File: config.mk
export PLATFORM = sky130hd
export DESIGN_NAME = gpr_hilo_file
export DESIGN_NICKNAME = d
export VERILOG_FILES = /design/src/rtl/gpr_hilo_file.sv
export SDC_FILE = /design/constraint.sdc
export NUM_CORES = 2
export LEC_CHECK = 0
export BUFFER_PORTS_ARGS = -buffer_cell sky130_fd_sc_hd__buf_2
export CAP_MARGIN = 15
export CORE_MARGIN = 8
export CORE_UTILIZATION = 61
export CTS_CLUSTER_SIZE = 40
export DETAILED_ROUTE_END_ITERATION = 6
export PLACE_DENSITY_LB_ADDON = 0.05
export SETUP_SLACK_MARGIN = 0.02
export SLEW_MARGIN = 20
export SYNTH_ARGS = -nofsm -noshare
export SYNTH_HDL_FRONTEND = slang
export SYNTH_SLANG_ARGS = --single-unit
File: constraint.sdc
create_clock -name clk -period 5.9 [get_ports clk]
set_input_delay 0.885 -clock clk [delete_from_list [all_inputs] [get_ports clk]]
set_output_delay 0.885 -clock clk [all_outputs]
set_load 0.01 [all_outputs]
File: src/rtl/gpr_hilo_file.sv
// -----------------------------------------------------------------------------
// gpr_hilo_file
//   Architectural state at the write-back end of the pipeline: a 32x32
//   general-purpose register file (r0 hard-wired to zero) plus the HI/LO pair.
//   GPR writes and HI/LO writes commit on the rising clock edge and are
//   independent of each other. Reads are combinational with zero latency.
//
// Optional feature macro: GPR_WRITE_BYPASS_EN
//   Defined   : write-first. A read that hits the GPR being written in the same
//               cycle returns wdata. hi_o/lo_o return hi_i/lo_i while hilo_we=1.
//   Undefined : read-old. Reads return pre-edge contents. A new value becomes
//               visible in the cycle after the write edge.
//   Register update behaviour is the same in both builds.
//
// Ports:
//   clk              rising-edge clock
//   rst              synchronous reset, active-high. Also forces all read data to 0.
//   we/waddr/wdata   GPR write port from the wb stage. Writes to index 0 are dropped.
//   re1/raddr1       read port 1 request. rdata1 is its data, 0 when disabled.
//   re2/raddr2       read port 2 request. rdata2 is its data, 0 when disabled.
//   hilo_we          HI/LO pair write enable. hi_i/lo_i are always written together.
//   hi_o/lo_o        current HI/LO values
// -----------------------------------------------------------------------------
module gpr_hilo_file #(
  parameter int DATA_W   = 32,
  parameter int ADDR_W   = 5,
  parameter int NUM_REGS = 32
) (
  input  logic              clk,
  input  logic              rst,
  input  logic              we,
  input  logic [ADDR_W-1:0] waddr,
  input  logic [DATA_W-1:0] wdata,
  input  logic              re1,
  input  logic [ADDR_W-1:0] raddr1,
  output logic [DATA_W-1:0] rdata1,
  input  logic              re2,
  input  logic [ADDR_W-1:0] raddr2,
  output logic [DATA_W-1:0] rdata2,
  input  logic              hilo_we,
  input  logic [DATA_W-1:0] hi_i,
  input  logic [DATA_W-1:0] lo_i,
  output logic [DATA_W-1:0] hi_o,
  output logic [DATA_W-1:0] lo_o
);

  localparam logic [DATA_W-1:0] ZERO_DATA = {DATA_W{1'b0}};
  localparam logic [ADDR_W-1:0] ZERO_ADDR = {ADDR_W{1'b0}};

  logic [DATA_W-1:0] regs_r [NUM_REGS];
  logic [DATA_W-1:0] hi_r;
  logic [DATA_W-1:0] lo_r;

`ifdef GPR_WRITE_BYPASS_EN
  // A GPR write that will really commit. A write to r0 never hits, so r0 always reads 0.
  logic gpr_wr_s;
  assign gpr_wr_s = we && (waddr != ZERO_ADDR);
`endif

  // GPR storage: a reset clears every entry, and r0 is never written.
  always_ff @(posedge clk) begin
    if (rst) begin
      for (int i = 0; i < NUM_REGS; i++) begin
        regs_r[i] <= ZERO_DATA;
      end
    end else begin
      if (we && (waddr != ZERO_ADDR)) begin
        regs_r[waddr] <= wdata;
      end
    end
  end

  // HI/LO storage: both halves always update together. MTHI/MTLO arrive pre-merged.
  always_ff @(posedge clk) begin
    if (rst) begin
      hi_r <= ZERO_DATA;
      lo_r <= ZERO_DATA;
    end else if (hilo_we) begin
      hi_r <= hi_i;
      lo_r <= lo_i;
    end else begin
      hi_r <= hi_r;
      lo_r <= lo_r;
    end
  end

  // Read port 1 priority: reset, disabled, r0, bypass hit (optional), stored value.
  always_comb begin
    rdata1 = ZERO_DATA;
    if (rst) begin
      rdata1 = ZERO_DATA;
    end else if (!re1) begin
      rdata1 = ZERO_DATA;
    end else if (raddr1 == ZERO_ADDR) begin
      rdata1 = ZERO_DATA;
`ifdef GPR_WRITE_BYPASS_EN
    end else if (gpr_wr_s && (raddr1 == waddr)) begin
      rdata1 = wdata;
`endif
    end else begin
      rdata1 = regs_r[raddr1];
    end
  end

  // Read port 2 uses the same priority chain as port 1.
  always_comb begin
    rdata2 = ZERO_DATA;
    if (rst) begin
      rdata2 = ZERO_DATA;
    end else if (!re2) begin
      rdata2 = ZERO_DATA;
    end else if (raddr2 == ZERO_ADDR) begin
      rdata2 = ZERO_DATA;
`ifdef GPR_WRITE_BYPASS_EN
    end else if (gpr_wr_s && (raddr2 == waddr)) begin
      rdata2 = wdata;
`endif
    end else begin
      rdata2 = regs_r[raddr2];
    end
  end

  // HI/LO read: 0 during reset. Otherwise the stored pair, or the incoming pair
  // when the write-first build sees a write in this cycle.
  always_comb begin
    hi_o = ZERO_DATA;
    lo_o = ZERO_DATA;
    if (rst) begin
      hi_o = ZERO_DATA;
      lo_o = ZERO_DATA;
`ifdef GPR_WRITE_BYPASS_EN
    end else if (hilo_we) begin
      hi_o = hi_i;
      lo_o = lo_i;
`endif
    end else begin
      hi_o = hi_r;
      lo_o = lo_r;
    end
  end

endmodule

==> flow_summary_export.csv <==
group,metric,value,unit
run_status,status,"finished, final reports clean",
critical_path,setup.worst_path.end_class,"output pin",
pwr,p_int,13800,uW
sta,min_period,4.84,ns
critical_path,crit_fanout,82,
route,num_vias,37300,
pwr,peakVddDrop,0.000263,V
route,met1Wirelength,65.4,mm
route,drt_iter0_markers,5163,
pwr,seqPwrFrac,0.496,
placement,placed_area,59600,um2
critical_path,critPathMaxStageDelay,0.65,ns
finish,areaGrowthSynthToFinish,10.7,%
finish,layout_common_cells,"edfxtp_1 (1024), and2_1 (993), mux4_2 (358), mux2i_1 (317), buf_2 (236)",
finish,regArea,32000,um2
logic_synthesis,synth_edf_count,1024,
sta,setup_tns,0,ns
sta,slew_viol_final,0,
route,wl_met2,85.1,mm
floorplanning,die_h,322,um
logic_synthesis,yosys-top-cells-area,"edfxtp_1 (54%), mux4_2 (14%), and2_1 (11%)",
grt,antenna_found_initial,19,
route,wl,183,mm
sta,hold_violations,0,
job,cap_violations,0,
clock_tree,cts_root_buf,"clkbuf_16",
critical_path,critPathKind,"in -> out",
clock_tree,cts_tree,"yes",
critical_path,crit_family,"buffers and inverters",
logic_synthesis,synth_top_area_frac,0.538,
sta,worstMarginPinSlew,1.18,ns
sta,fmax,207,MHz
logic_synthesis,ys_ff_latch,1088,
clock_tree,clock_sinks,1088,
clock_tree,cts_resized,0,
clock_tree,clock_latency,0.71,ns
critical_path,worstPathRequired,5.02,ns
route,firstDrtPassIters,6,
sta,rsz0062_at_grt,"no",
logic_synthesis,avgSynthCellArea,14.1,um2
critical_path,path_buf_inv,4,
logic_synthesis,synth_cells,4038,
finish,multi_input_area,23600,um2
finish,fin_nets,4257,
critical_path,slowest_stage,"buf_4",
logic_synthesis,yosysUniqueCellTypes,39,
critical_path,arrival,3.95,ns
critical_path,crit_top_cell,"buf_4",
logic_synthesis,synth-main-ff-cell,"edfxtp_1",
floorplanning,num_rows,112,
grt,grt_overflow,0,
clock_tree,htreeDepth,3,
route,wl_per_cell,33.2,um
floorplanning,die_w,322,um
floorplanning,io-pin-count,245,
route,vias_per_cell,6.79,
sta,slew_headroom,0.215,
finish,utilization,0.680,
clock_tree,postCtsHoldBufs,0,
finish,finish.instance_area,63200,um2
min_path,holdCritPathClass,"in -> reg",
finish,n_fill_cell,6583,
placement,buffer_ports.inserted,244,
sta,min_period_over_period,0.820,
logic_synthesis,synthArstFlopShare,0,
placement,dp.cells,5276,
sta,finalSetupViolations,0,
logic_synthesis,synth-seq-area-share,0.561,
floorplanning,start_util,0.614,
pwr,power.leakage,0.0230,uW
sta,clock_skew,0,ns
grt,first_global_vias,37100,
pwr,p_comb_frac,0.113,
logic_synthesis,netlist_area,57100,um2
route,wl_met3,21.9,mm
finish,final_cells,5497,
grt,track_usage,0.347,
placement,place_hpwl,114,mm
pwr,swShare,0.247,
route,drc,0,
pwr,clockPowerShare,0.391,
pwr,pwr_density_cell,290,nW/um2
logic_synthesis,yosysTopAreaCell,"edfxtp_1",
logic_synthesis,ys_warn_count,0,
critical_path,path_cells,"buf_8 > buf_4 > nor3_1 > nor3b_2 > buf_4 > a221oi_1 > o22ai_1 > buf_2",
route,ant_nets,0,
grt,grt_pass1_wl,261,mm
finish,mostFrequentLayoutCell,"edfxtp_1",
clock_tree,post-cts-setup-buffers,0,
placement,gp_congestion,0.946,
clock_tree,cts_buffers,116,
clock_tree,clkTransAtPathRegs,0.06,ns
route,top_layer,"met5",
floorplanning,coreArea,93000,um2
grt,grt_start_max_net_pins,174,
pwr,finalPower,18300,uW
finish,drive_above_1_share,0.263,
pwr,p_sw,4520,uW
clock_tree,cts_max_path_buffers,3,
floorplanning,die_area,104000,um2
critical_path,startpoint_type,"input pin",
[stage by stage]
step | hold slack, ns | setup WS [ns]
after global placement | 0.464 | 1.20
final | 0.409 | 1.06
after floorplan | 0.452 | 2.63
after CTS | 0.375 | 1.17
after detailed placement | 0.474 | 1.21
after global routing | 0.388 | 0.952
[power groups by stage]
| stage | logic [uW] | registers, uW | clock network, uW |
|---|---|---|---|
| after detailed placement | 2040 | 9230 | 0 |
| after floorplan | 1330 | 9140 | 0 |
| final | 2070 | 9090 | 7160 |
| after global placement | 2020 | 9210 | 0 |
| after CTS | 2040 | 9070 | 7170 |
| after global routing | 2140 | 9120 | 7480 |
[Yosys cell counts (17+ instances only)]
| master | count |
|---|---|
| a221oi_1 | 30 |
| mux4_2 | 358 |
| mux2_2 | 155 |
| o22ai_1 | 124 |
| o21ai_0 | 31 |
| buf_2 | 104 |
| and2_1 | 992 |
| dfxtp_1 | 64 |
| o22a_1 | 31 |
| nor3_1 | 32 |
| clkbuf_1 | 290 |
| o221ai_1 | 31 |
| buf_1 | 17 |
| mux2i_1 | 317 |
| edfxtp_1 | 1024 |
| o31a_1 | 31 |
| or2_2 | 33 |
| a22oi_1 | 30 |
| nor2b_1 | 68 |
| nor2_1 | 193 |
| a21oi_1 | 32 |
[cell families (layout without fill, tap and decap cells)]
kind of cell,count (synthesis),after routing,share of synthesized area
AOI/OAI and AO/OA,347,347,0.0428
buffers and inverters,420,587,0.0306
DFF,1088,1088,0.561
muxes,830,830,0.227
other,1,39,0.0000656
and+or+nand+nor,1352,1352,0.139
[path summary, 6_finish.rpt]
kind,from,to,slack (ns),depth (start not counted)
setup reg to reg,lo_r[14],lo_r[14],5.25,2
hold reg to reg,lo_r[27],lo_r[27],0.48,2
hold / removal,hi_i[10],hi_r[10],0.41,3
setup / recovery,raddr2[1],rdata2[17],1.06,8
[worst register-to-register path: cells and delay by family, from the launching register on]
kind          cells  cell delay [ns]
simple gates      1             0.06
mux               1             0.14
flops             1             0.31
[state kept, by name, summed over array words and instances (netlist names)]
name / flops
regs_r: 1024
lo_r: 32
hi_r: 32
[area by class of cell]
type / instances / share of cell area
inverter: 1 / 0.0000594
clock buffer: 140 / 0.0480
antenna: 7 / 0.000277
tap: 1254 / 0.0248
clock inverter: 74 / 0.00989
multi-input combinational: 2561 / 0.373
sequential: 1088 / 0.507
timing repair buffer: 372 / 0.0375
[per-layer routing]
layer / vias to the layer above / track usage
met3: 477 / 0.0900
met2: 2593 / 0.545
met1: 18800 / 0.452
met5: - / 0
li1: 15400 / -
met4: 10 / 0.168
Note: power is estimated with default switching activity, not from simulation.
